**src/rtl/hilo_md_ctrl.sv**
```systemverilog
// HI/LO multiply/divide sequencer: accepts MULT/MULTU/DIV/DIVU/MTHI/MTLO from EX,
// runs a 32-step shift-add multiply or restoring divide, and stalls IF..EX while busy.
module hilo_md_ctrl #(
   parameter bit MUL_FAST = 1'b0
) (
   input  logic        clk,
   input  logic        resetn,
   input  logic        op_valid,
   input  logic [2:0]  op,
   input  logic [31:0] src_a,
   input  logic [31:0] src_b,
   input  logic        flush,
   output logic        stall,
   output logic        busy,
   output logic        div_by_zero,
   output logic [31:0] hi,
   output logic [31:0] lo
);

   typedef enum logic [1:0] {IDLE, RUN, DONE} state_t;

   state_t      state_reg;
   logic [4:0]  count_reg;
   logic [31:0] opnd_reg;     // multiplicand or divisor magnitude
   logic [31:0] low_reg;      // multiplier bits, or dividend bits becoming quotient
   logic [31:0] acc_reg;      // product upper half, or partial remainder
   logic        is_div_reg;
   logic        neg_res_reg;
   logic        neg_rem_reg;

   logic        md_req, mt_hi, mt_lo, req_signed, req_div;
   logic [31:0] a_mag, b_mag;

   assign md_req     = op_valid && !op[2];
   assign mt_hi      = op_valid && (op == 3'b100);
   assign mt_lo      = op_valid && (op == 3'b101);
   assign req_signed = !op[0];
   assign req_div    = op[1];
   assign a_mag      = (req_signed && src_a[31]) ? -src_a : src_a;
   assign b_mag      = (req_signed && src_b[31]) ? -src_b : src_b;

   assign stall = !flush && (((state_reg == IDLE) && md_req) || (state_reg == RUN));
   assign busy  = (state_reg == RUN);

   logic [32:0] mul_sum;
   logic [32:0] div_shift;
   logic [31:0] div_diff;
   logic        div_ge;
   logic [31:0] acc_next, low_next;
   logic [63:0] fast_prod, mag_res, final_res;
   logic        last_step;

   always_comb begin
      mul_sum   = {1'b0, acc_reg} + (low_reg[0] ? {1'b0, opnd_reg} : 33'd0);
      // The shifted remainder needs 33 bits; the divisor fits in 32.
      div_shift = {acc_reg, low_reg[31]};
      div_ge    = (div_shift >= {1'b0, opnd_reg});
      div_diff  = div_shift[31:0] - opnd_reg;
      if (is_div_reg) begin
         acc_next = div_ge ? div_diff : div_shift[31:0];
         low_next = {low_reg[30:0], div_ge};
      end else begin
         acc_next = mul_sum[32:1];
         low_next = {mul_sum[0], low_reg[31:1]};
      end
      fast_prod = {32'd0, opnd_reg} * {32'd0, low_reg};
      if (MUL_FAST && !is_div_reg) begin
         mag_res   = fast_prod;
         last_step = (count_reg == 5'd0);
      end else begin
         mag_res   = {acc_next, low_next};
         last_step = (count_reg == 5'd31);
      end
      if (is_div_reg) begin
         final_res[63:32] = neg_rem_reg ? -mag_res[63:32] : mag_res[63:32];
         final_res[31:0]  = neg_res_reg ? -mag_res[31:0]  : mag_res[31:0];
      end else begin
         final_res = neg_res_reg ? -mag_res : mag_res;
      end
   end

   always_ff @(posedge clk or negedge resetn) begin
      if (!resetn) begin
         state_reg   <= IDLE;
         count_reg   <= 5'd0;
         opnd_reg    <= 32'd0;
         low_reg     <= 32'd0;
         acc_reg     <= 32'd0;
         is_div_reg  <= 1'b0;
         neg_res_reg <= 1'b0;
         neg_rem_reg <= 1'b0;
         div_by_zero <= 1'b0;
         hi          <= 32'd0;
         lo          <= 32'd0;
      end else if (flush) begin
         state_reg   <= IDLE;
         count_reg   <= 5'd0;
         div_by_zero <= 1'b0;
      end else begin
         case (state_reg)
            IDLE: begin
               div_by_zero <= 1'b0;
               if (md_req) begin
                  is_div_reg  <= req_div;
                  neg_res_reg <= req_signed && (src_a[31] ^ src_b[31]);
                  neg_rem_reg <= req_signed && src_a[31];
                  acc_reg     <= 32'd0;
                  count_reg   <= 5'd0;
                  opnd_reg    <= req_div ? b_mag : a_mag;
                  low_reg     <= req_div ? a_mag : b_mag;
                  if (req_div && (src_b == 32'd0)) begin
                     state_reg   <= DONE;
                     div_by_zero <= 1'b1;
                  end else begin
                     state_reg <= RUN;
                  end
               end else if (mt_hi) begin
                  hi <= src_a;
               end else if (mt_lo) begin
                  lo <= src_a;
               end
            end
            RUN: begin
               count_reg <= count_reg + 5'd1;
               acc_reg   <= acc_next;
               low_reg   <= low_next;
               if (last_step) begin
                  hi        <= final_res[63:32];
                  lo        <= final_res[31:0];
                  state_reg <= DONE;
               end
            end
            default: begin
               // DONE: the pipeline advances this cycle, so the held op is not restarted.
               state_reg   <= IDLE;
               count_reg   <= 5'd0;
               div_by_zero <= 1'b0;
            end
         endcase
      end
   end

endmodule

```
**config.mk**
```make
export PLATFORM = sky130hd
export DESIGN_NAME = hilo_md_ctrl
export DESIGN_NICKNAME = d
export VERILOG_FILES = /design/src/rtl/hilo_md_ctrl.sv
export SDC_FILE = /design/constraint.sdc
export NUM_CORES = 1
export LEC_CHECK = 0
export CAP_MARGIN = 5
export CORE_ASPECT_RATIO = 0.8
export CORE_MARGIN = 2
export CORE_UTILIZATION = 65
export DETAILED_ROUTE_END_ITERATION = 8
export DONT_BUFFER_PORTS = 1
export PLACE_DENSITY = 0.81
export RECOVER_POWER = 100
export SYNTH_ARGS = -nofsm -noshare
export SYNTH_HDL_FRONTEND = slang
export SYNTH_SLANG_ARGS = --single-unit
```
**constraint.sdc**
```tcl
create_clock -name clk -period 14.85 [get_ports clk]
set_input_delay 2.97 -clock clk [delete_from_list [all_inputs] [get_ports clk]]
set_output_delay 2.97 -clock clk [all_outputs]
set_load 0.005 [all_outputs]
```
# --- Word-level counts from Yosys, hierarchy flattened ---
# Index checks and enable logic that the tools add are counted.
word_totals:
  input_bits: 71
  elab_cells: 93
  reg_bits: 171
  output_inout_bits: 67
op_classes:
  bitwise_logic: 2
  eq_ne: 13
  n_reduce_logical: 21
  magnitude_cmp: 1
  n_mux: 37
  n_addsub: 8
ops:
  columns: ["cell", "count"]
  rows:
  - ["two-way mux 32 bit", 19]
  - ["case mux 32 bit (2 select lines)", 4]
  - ["two-way mux 64 bit", 2]
  - ["negation 32 bit", 4]
  - ["negation 64 bit", 1]
  - ["adder 32 x 32 -> 33 bit", 1]
  - ["greater-or-equal comparator 33 x 32 -> 1 bit", 1]
  - ["logical NOT 32 bit", 1]
  - ["subtractor 32 bit", 1]
  - ["inequality test 2 bit (second input constant)", 6]
  - ["two-way mux 5 bit", 2]
  - ["case mux 5 bit (2 select lines)", 1]
  - ["logical AND 1 bit", 9]
  - ["two-way mux 2 bit", 4]
  - ["== test 3 bit (second input constant)", 2]
  - ["AND reduction 3 bit", 2]
  - ["AND reduction 6 bit", 1]
  - ["adder 5 x 1 -> 5 bit (second input constant)", 1]
  - ["== test 5 bit (second input constant)", 1]
  - ["AND reduction 5 bit", 1]
  - ["case mux 2 bit (2 select lines)", 1]
  - ["logical NOT 1 bit", 3]
  - ["two-way mux 1 bit", 3]
  - ["inequality test 3 x 2 -> 1 bit (second input constant)", 1]
  - ["10 further kinds", 10]

# --- Logic depth before layout (Yosys ltp) ---
# Gate-level depths: netlist (run 1).
logic_depth:
  word_depth: 8
  mapped_depth: 23
  depth_no_buf: 20

# --- Worst setup path after synthesis (run 1) ---
# OpenSTA, ideal clock, no wires.
synth_path:
  path_type: "input -> output"
  start: "input port op[2]"
  end: "output port stall"
  t_arrival_ps: 4541
  stages: 6
  n_path_buf: 2
  path_slack_ps: 7339
  t_required_ps: 11880
  path_cell_list: "nand2b_1 > nor4_1 > nor2_1 > inv_1 > clkbuf_1 > clkbuf_1"
synth_via:
  elab_chain_len: 5
synth_rtl:
  columns: ["item", "line", "source"]
  rows:
  - ["start: declaration", "9", "input logic [2:0] op,"]
  - ["logical NOT 1 bit", "34", "assign md_req = op_valid && !op[2];"]
  - ["logical AND 1 bit", "34", null]
  - ["logical AND 1 bit", "42", "assign stall = !flush && (((state_reg == IDLE) && md_req) || (state_reg == RUN));"]
  - ["logical OR 1 bit", "42", null]
  - ["logical AND 1 bit", "42", null]
  - ["end: declaration", "13", "output logic stall,"]
# Every way passes these cells.

# --- Worst setup path in the final report (run 1) ---
layout_path:
  start: "input port flush"
  end: "output port stall"
layout_via:
  elab_chain_len: 2
layout_rtl:
  columns: ["item", "line", "source"]
  rows:
  - ["start: declaration", "12", "input logic flush,"]
  - ["logical NOT 1 bit", "42", null]
  - ["logical AND 1 bit", "42", null]
# Every way passes these cells.

==> impl_metrics.ini, run 1 <==
[run_status]
status = finished with violations
failed_checks = max-capacitance violations, max-slew violations

[drt]
drtAntennaViolNets = 0
top_signal_layer_used = met5
wirelength_um = 60370
vias = 17330
met2_length_um = 23160
routed_wire_length_per_instance_um = 24.84
met3_wirelength_um = 9351
drtPass1Iterations = 8
drt_iter0_markers = 2597
post-route-drc-count = 0
detail_route.vias_per_cell = 7.132
met1_length_um = 24980

[setup_path]
worst_path_max_delay_cell = nor2_1
path_class = input pin to primary output
worstPathArrival_ps = 4640
rrSetupSlack_ps = 7450
worst-endpoint-required_ps = 11880
timing.critical_path.to_type = primary output
worst-path-max-fanout = 15
worst_setup_path_start_kind = input pin
cpLargestDelayFamily = simple AND/OR/NAND/NOR gates
worst-path-buf-inv = 2
crit_path_cell_trace = nor2_1 -> nor2_1 -> clkbuf_1 -> inv_1
path_common_cell = nor2_1
maximum_single_stage_delay_on_the_critical_path_ps = 900

[cts]
cts_tree = yes
clkLatencyLatePin_ps = 470
root_buffer = clkbuf_16
cts_resized = 0
worst_setup_hold_path_clk_slew_ps = 70
cts.sink_count = 171
numCtsBuffers = 17
clock_h_tree_levels = 4
post-cts-setup-buffers = 0
holdBufCountCts = 0
clk_path_buf_depth = 2

[final_layout]
layout.filler_cells = 2137
final_core_utilization_pct = 68.69
design.final.nets = 2241
post_route_cells_drive_above_1_share_pct = 4.500
syn_to_final_growth_pct = 3.606

[timing]
fin_ws_ps = 7242
fmaxAchievable_mhz = 131.4
setup-violations-final = 0
timing.slew.headroom_pct = -99.00
period_needed_ps = 7608
timing.hold.ws_ps = 509.8
totalNegativeSetupSlack_ps = 0
rsz0062_at_grt = no
number_of_endpoints_with_negative_hold_slack_in_the_final_report = 0
layout_worst_path_cycle_share_pct = 51.24
fin_worst_skew_ps = 15.17
worst_slew_pin_slew_ps = 2985
slew_violations = 322

[synthesis]
postSynthNetCount = 2332
synth_async_sr_flop_share_pct = 100.0
synth-edff-count = 0
synthDominantAreaCellType = dfrtp_1
synthTopCellsByArea = dfrtp_1 26%, o21ai_0 6.8%, a21oi_1 6.6%
yosys.cell_count.top_type = nand2_1
synth_common_cells = 271 x nand2_1, 219 x o21ai_0, 213 x a21oi_1
post_synth_instance_area_um2 = 16200
synth.lib_cells_used.distinct = 90
syn_area_cell_um2 = 7.402
synth_sequential_area_ratio_pct = 26.41
yosys_warnings = 0
netlist_instances = 2189
synth.ff_latch_count = 171
synth_largest_type_area_fraction_pct = 26.41
prevailing_post_synth_register_cell = dfrtp_1

[grt]
grt.overflow.total = 0
grt_max_degree = 172
grt_pass1_vias = 15614
grt_antenna_before_repair = 2
wire_length_of_the_first_global_routing_pass_um = 92870
groute.usage.overall_pct = 45.63

[power]
power_share_of_the_sequential_group_pct = 24.3
pwr_density_cell_nw_per_um2 = 194.8
post-layout-total-power_mw = 3.270
peakVddDrop_mv = 0.1250
power.share.switching_pct = 53.15
share_comb_of_total_power_pct = 61.1
share_clk_of_total_power_pct = 14.5
power.net_switching_mw = 1.738
internal_power_mw = 1.532
p_leak_nw = 6.935

[placement]
gp_congestion = 1.053
dp_slack_ps = 7559
place.port_buffers = 0
hpwlAfterDp_um = 45660

[die]
fp.dieH_um = 145.2
die_width_um = 180.5
overall_die_area_um2 = 26210
floorplan.core_area_um2 = 24440
io_pins = 138
rows = 51
start_util_pct = 66.30

[job]
maxCapViolations = 7

[min_path]
hold_class = register to register
==> cell type report <==
cell class / instances / area (um2) / share of cell area [%]
Clock buffer: 17 / 425.4 / 2.534
Antenna cell: 1 / 2.502 / 0.01491
Sequential cell: 171 / 4283 / 25.51
Multi-Input combinational cell: 1811 / 11070 / 65.92
Tap cell: 318 / 397.9 / 2.370
Inverter: 73 / 274.0 / 1.632
Timing Repair Buffer: 24 / 151.4 / 0.9018
Clock inverter: 15 / 186.4 / 1.111
==> worst paths after layout <==
path	start	endpoint	cells past startpoint
max in group asynchronous	resetn	low_reg[16]	0
max	flush	stall	4
min reg2reg	hi[0]	hi[0]	2
max reg2reg	acc_reg[23]	hi[30]	14
min in group asynchronous	resetn	acc_reg[24]	0
min	hi[0]	hi[0]	2
==> placed cells by master, fill, tap and decap left out, drive strengths merged, types with 7 or more instances in the layout <==
cell	count
o311ai	9
and3	16
and2	55
a211oi	13
a21boi	7
nor3b	13
or4	11
a21o	18
a311oi	10
or3	24
inv	81
o21a	32
o41ai	8
o21ai	223
o31a	7
o2111ai	7
ha	70
clkinv	7
o21bai	11
xor2	55
o31ai	26
nor2	211
nor2b	13
nand2	271
a21oi	215
o221ai	11
dfrtp	171
a31oi	33
or2	15
xnor2	79
o211ai	31
nand3	59
nand4	29
nor4	26
clkbuf	25
nor3	55
nand2b	17
buf	16
mux2i	41
==> metrics by stage <==
step	instance area (um2)	cells
3_5_place_dp	16260	2396
4_1_cts	16870	2428
3_3_place_gp	16260	2396
2_1_floorplan	16200	2189
6_report	16790	2430
5_1_grt	16780	2429
==> power groups by stage <==
stage | Clock, mW | Sequential [mW] | Combinational, mW
2_1_floorplan | 0 | 0.727 | 1.43
3_3_place_gp | 0 | 0.791 | 1.87
3_5_place_dp | 0 | 0.797 | 1.91
4_1_cts | 0.473 | 0.788 | 1.92
5_1_grt | 0.492 | 0.812 | 2.14
6_report | 0.475 | 0.796 | 2.00
==> worst min-delay path: cells and delay by family, from the launching register on <==
family	cells	cell delay [ps]
AOI/OAI and AO/OA	1	60
and+or+nand+nor	1	50
DFF	1	370
==> layer usage <==
layer / GRT usage (%) / vias to the layer above
met2: 60.17 / 1269
met3: 16.72 / 191
met4: 18.51 / 2
met1: 66.51 / 8124
met5: 0 / -
li1: - / 7744
==> cells by family (layout without fill, tap and decap cells) <==
kind of cell	count (synthesis)	in the layout	synth area share, %
muxes	47	47	2.950
adders and majority gates	72	72	5.653
buffers and inverters	207	129	5.027
xor gates and xnor gates	134	134	7.243
AOI/OAI and AO/OA	717	717	27.57
DFF	171	171	26.41
and+or+nand+nor	841	841	25.15
other	0	1	0
Power figures use the tool's default switching activity.
==> inputs of run 2 (changes only) <==
==> constraint.sdc (replaced) <==
create_clock -name clk -period 8 [get_ports clk]
set_input_delay 1.6 -clock clk [delete_from_list [all_inputs] [get_ports clk]]
set_output_delay 1.6 -clock clk [all_outputs]
set_load 0.005 [all_outputs]
==> impl_metrics.ini, run 2 (same netlist as run 1, synthesis figures left out) <==
[timing]
layout_worst_path_cycle_share_pct = 85.95
rsz0062_at_grt = no
timing.slew.headroom_pct = -115.6
fin_ws_ps = 1124
totalNegativeSetupSlack_ps = 0
setup-violations-final = 0
worst_slew_pin_slew_ps = 3234
fmaxAchievable_mhz = 145.4
fin_worst_skew_ps = 13.86
slew_violations = 287
number_of_endpoints_with_negative_hold_slack_in_the_final_report = 0
period_needed_ps = 6876

[cts]
clk_path_buf_depth = 2
numCtsBuffers = 17
post-cts-setup-buffers = 0
clkLatencyLatePin_ps = 470
holdBufCountCts = 0
cts_resized = 0
worst_setup_hold_path_clk_slew_ps = 80
cts.sink_count = 171
cts_tree = yes
root_buffer = clkbuf_16
clock_h_tree_levels = 4

[grt]
grt_max_degree = 172
grt_antenna_before_repair = 0
groute.usage.overall_pct = 46.76
grt.overflow.total = 0
grt_pass1_vias = 15814
wire_length_of_the_first_global_routing_pass_um = 94680

[setup_path]
worst-path-max-fanout = 70
worst-path-buf-inv = 3
rrSetupSlack_ps = 1300
path_class = register to primary output
timing.critical_path.to_type = primary output
worst-endpoint-required_ps = 6400
maximum_single_stage_delay_on_the_critical_path_ps = 2270
worstPathArrival_ps = 5280
worst_path_max_delay_cell = clkbuf_1
crit_path_cell_trace = nand2b_2 -> clkbuf_1 -> inv_1 -> buf_4
cpLargestDelayFamily = buffers and inverters
critical_path.reg2reg.endpoint = hi[30]
r2r_cells = 19
worst_setup_path_start_kind = register
worst_r2r_startpoint = acc_reg[23]

[drt]
drtPass1Iterations = 6
drtAntennaViolNets = 0
vias = 17668
wirelength_um = 63150
drt_iter0_markers = 2692
routed_wire_length_per_instance_um = 25.95
post-route-drc-count = 0
detail_route.vias_per_cell = 7.262

[power]
pwr_density_cell_nw_per_um2 = 369.5
peakVddDrop_mv = 0.2175
post-layout-total-power_mw = 6.235
p_leak_nw = 6.964

[final_layout]
most_frequent_standard_cell_in_the_layout_excluding_fill_and_tap_cells = nand2_1
count_of_inserted_antenna_diode_cells = 0
final_core_utilization_pct = 69.05
design.final.nets = 2245
post_route_cells_drive_above_1_share_pct = 4.728
syn_to_final_growth_pct = 4.155
commonest_non_fill_non_tap_cells_in_the_layout = 271 x nand2_1, 218 x o21ai_0, 214 x a21oi_1

[run_status]
status = finished with violations
failed_checks = max-capacitance violations, max-slew violations

[placement]
gp_congestion = 1.030
place.port_buffers = 0
hpwlAfterDp_um = 47550
dp_slack_ps = 1803

[min_path]
hp-start = opnd_reg[22]
hold_critical_path_endpoint = opnd_reg[22]
hold_class = register to register
hold_path_depth = 2

[die]
io_pins = 138
rows = 51
overall_die_area_um2 = 26210
floorplan.core_area_um2 = 24440
die_width_um = 180.5
fp.dieH_um = 145.2
start_util_pct = 66.30

[job]
maxCapViolations = 5
[run 2: how the worst max path moves through the flow]
stage	startpoint	to	slack, ps	depth (start not counted)
after floorplan	is_div_reg	hi[30]	2340	21
after global placement	acc_reg[23]	hi[30]	2040	19
after detailed placement	acc_reg[23]	hi[30]	1800	19
after CTS	acc_reg[23]	hi[30]	1750	19
after global routing	state_reg[0]	busy	910	4
final	state_reg[0]	busy	1120	4
[run 2: power by group]
| group | switching (mW) | internal (mW) |
|---|---|---|
| sequential | 0.342 | 1.14 |
| combinational | 2.54 | 1.30 |
| clock | 0.477 | 0.434 |
[run 2: worst min-delay path: cells and delay by family (launching register included)]
kind | cells | cell delay [ps]
AOI/OAI and AO/OA | 1 | 60
DFF | 1 | 360
and+or+nand+nor | 1 | 50
[run 2: final cells by class]
cell class / count / area [um2]
clock inverters: 15 / 209.0
multi-input cells: 1811 / 11110
flip-flops and latches: 171 / 4283
well taps: 318 / 397.9
fillers: 2072 / 7564
inverters: 73 / 274.0
clock buffers: 17 / 425.4
repair buffers: 28 / 180.2
[run 2: per-layer routing]
metal  track usage, %  part of all wire (%)  vias to the layer above
li1                 -                     -                     7730
met1            66.55                    40                     8329
met2            61.49                    39                     1409
met3            19.78                    17                      200
met4            19.03                   4.5                        0
met5                0                     0                        -
[run 2: per-stage QoR]
stage / cell area, um2 / hold slack (ps) / cells
3_5_place_dp: 16300 / 486.8 / 2401
3_3_place_gp: 16300 / 480.7 / 2401
6_report: 16880 / 507.2 / 2433
5_1_grt: 16880 / 535.5 / 2433
4_1_cts: 16930 / 504.8 / 2433
2_1_floorplan: 16200 / 463.7 / 2189
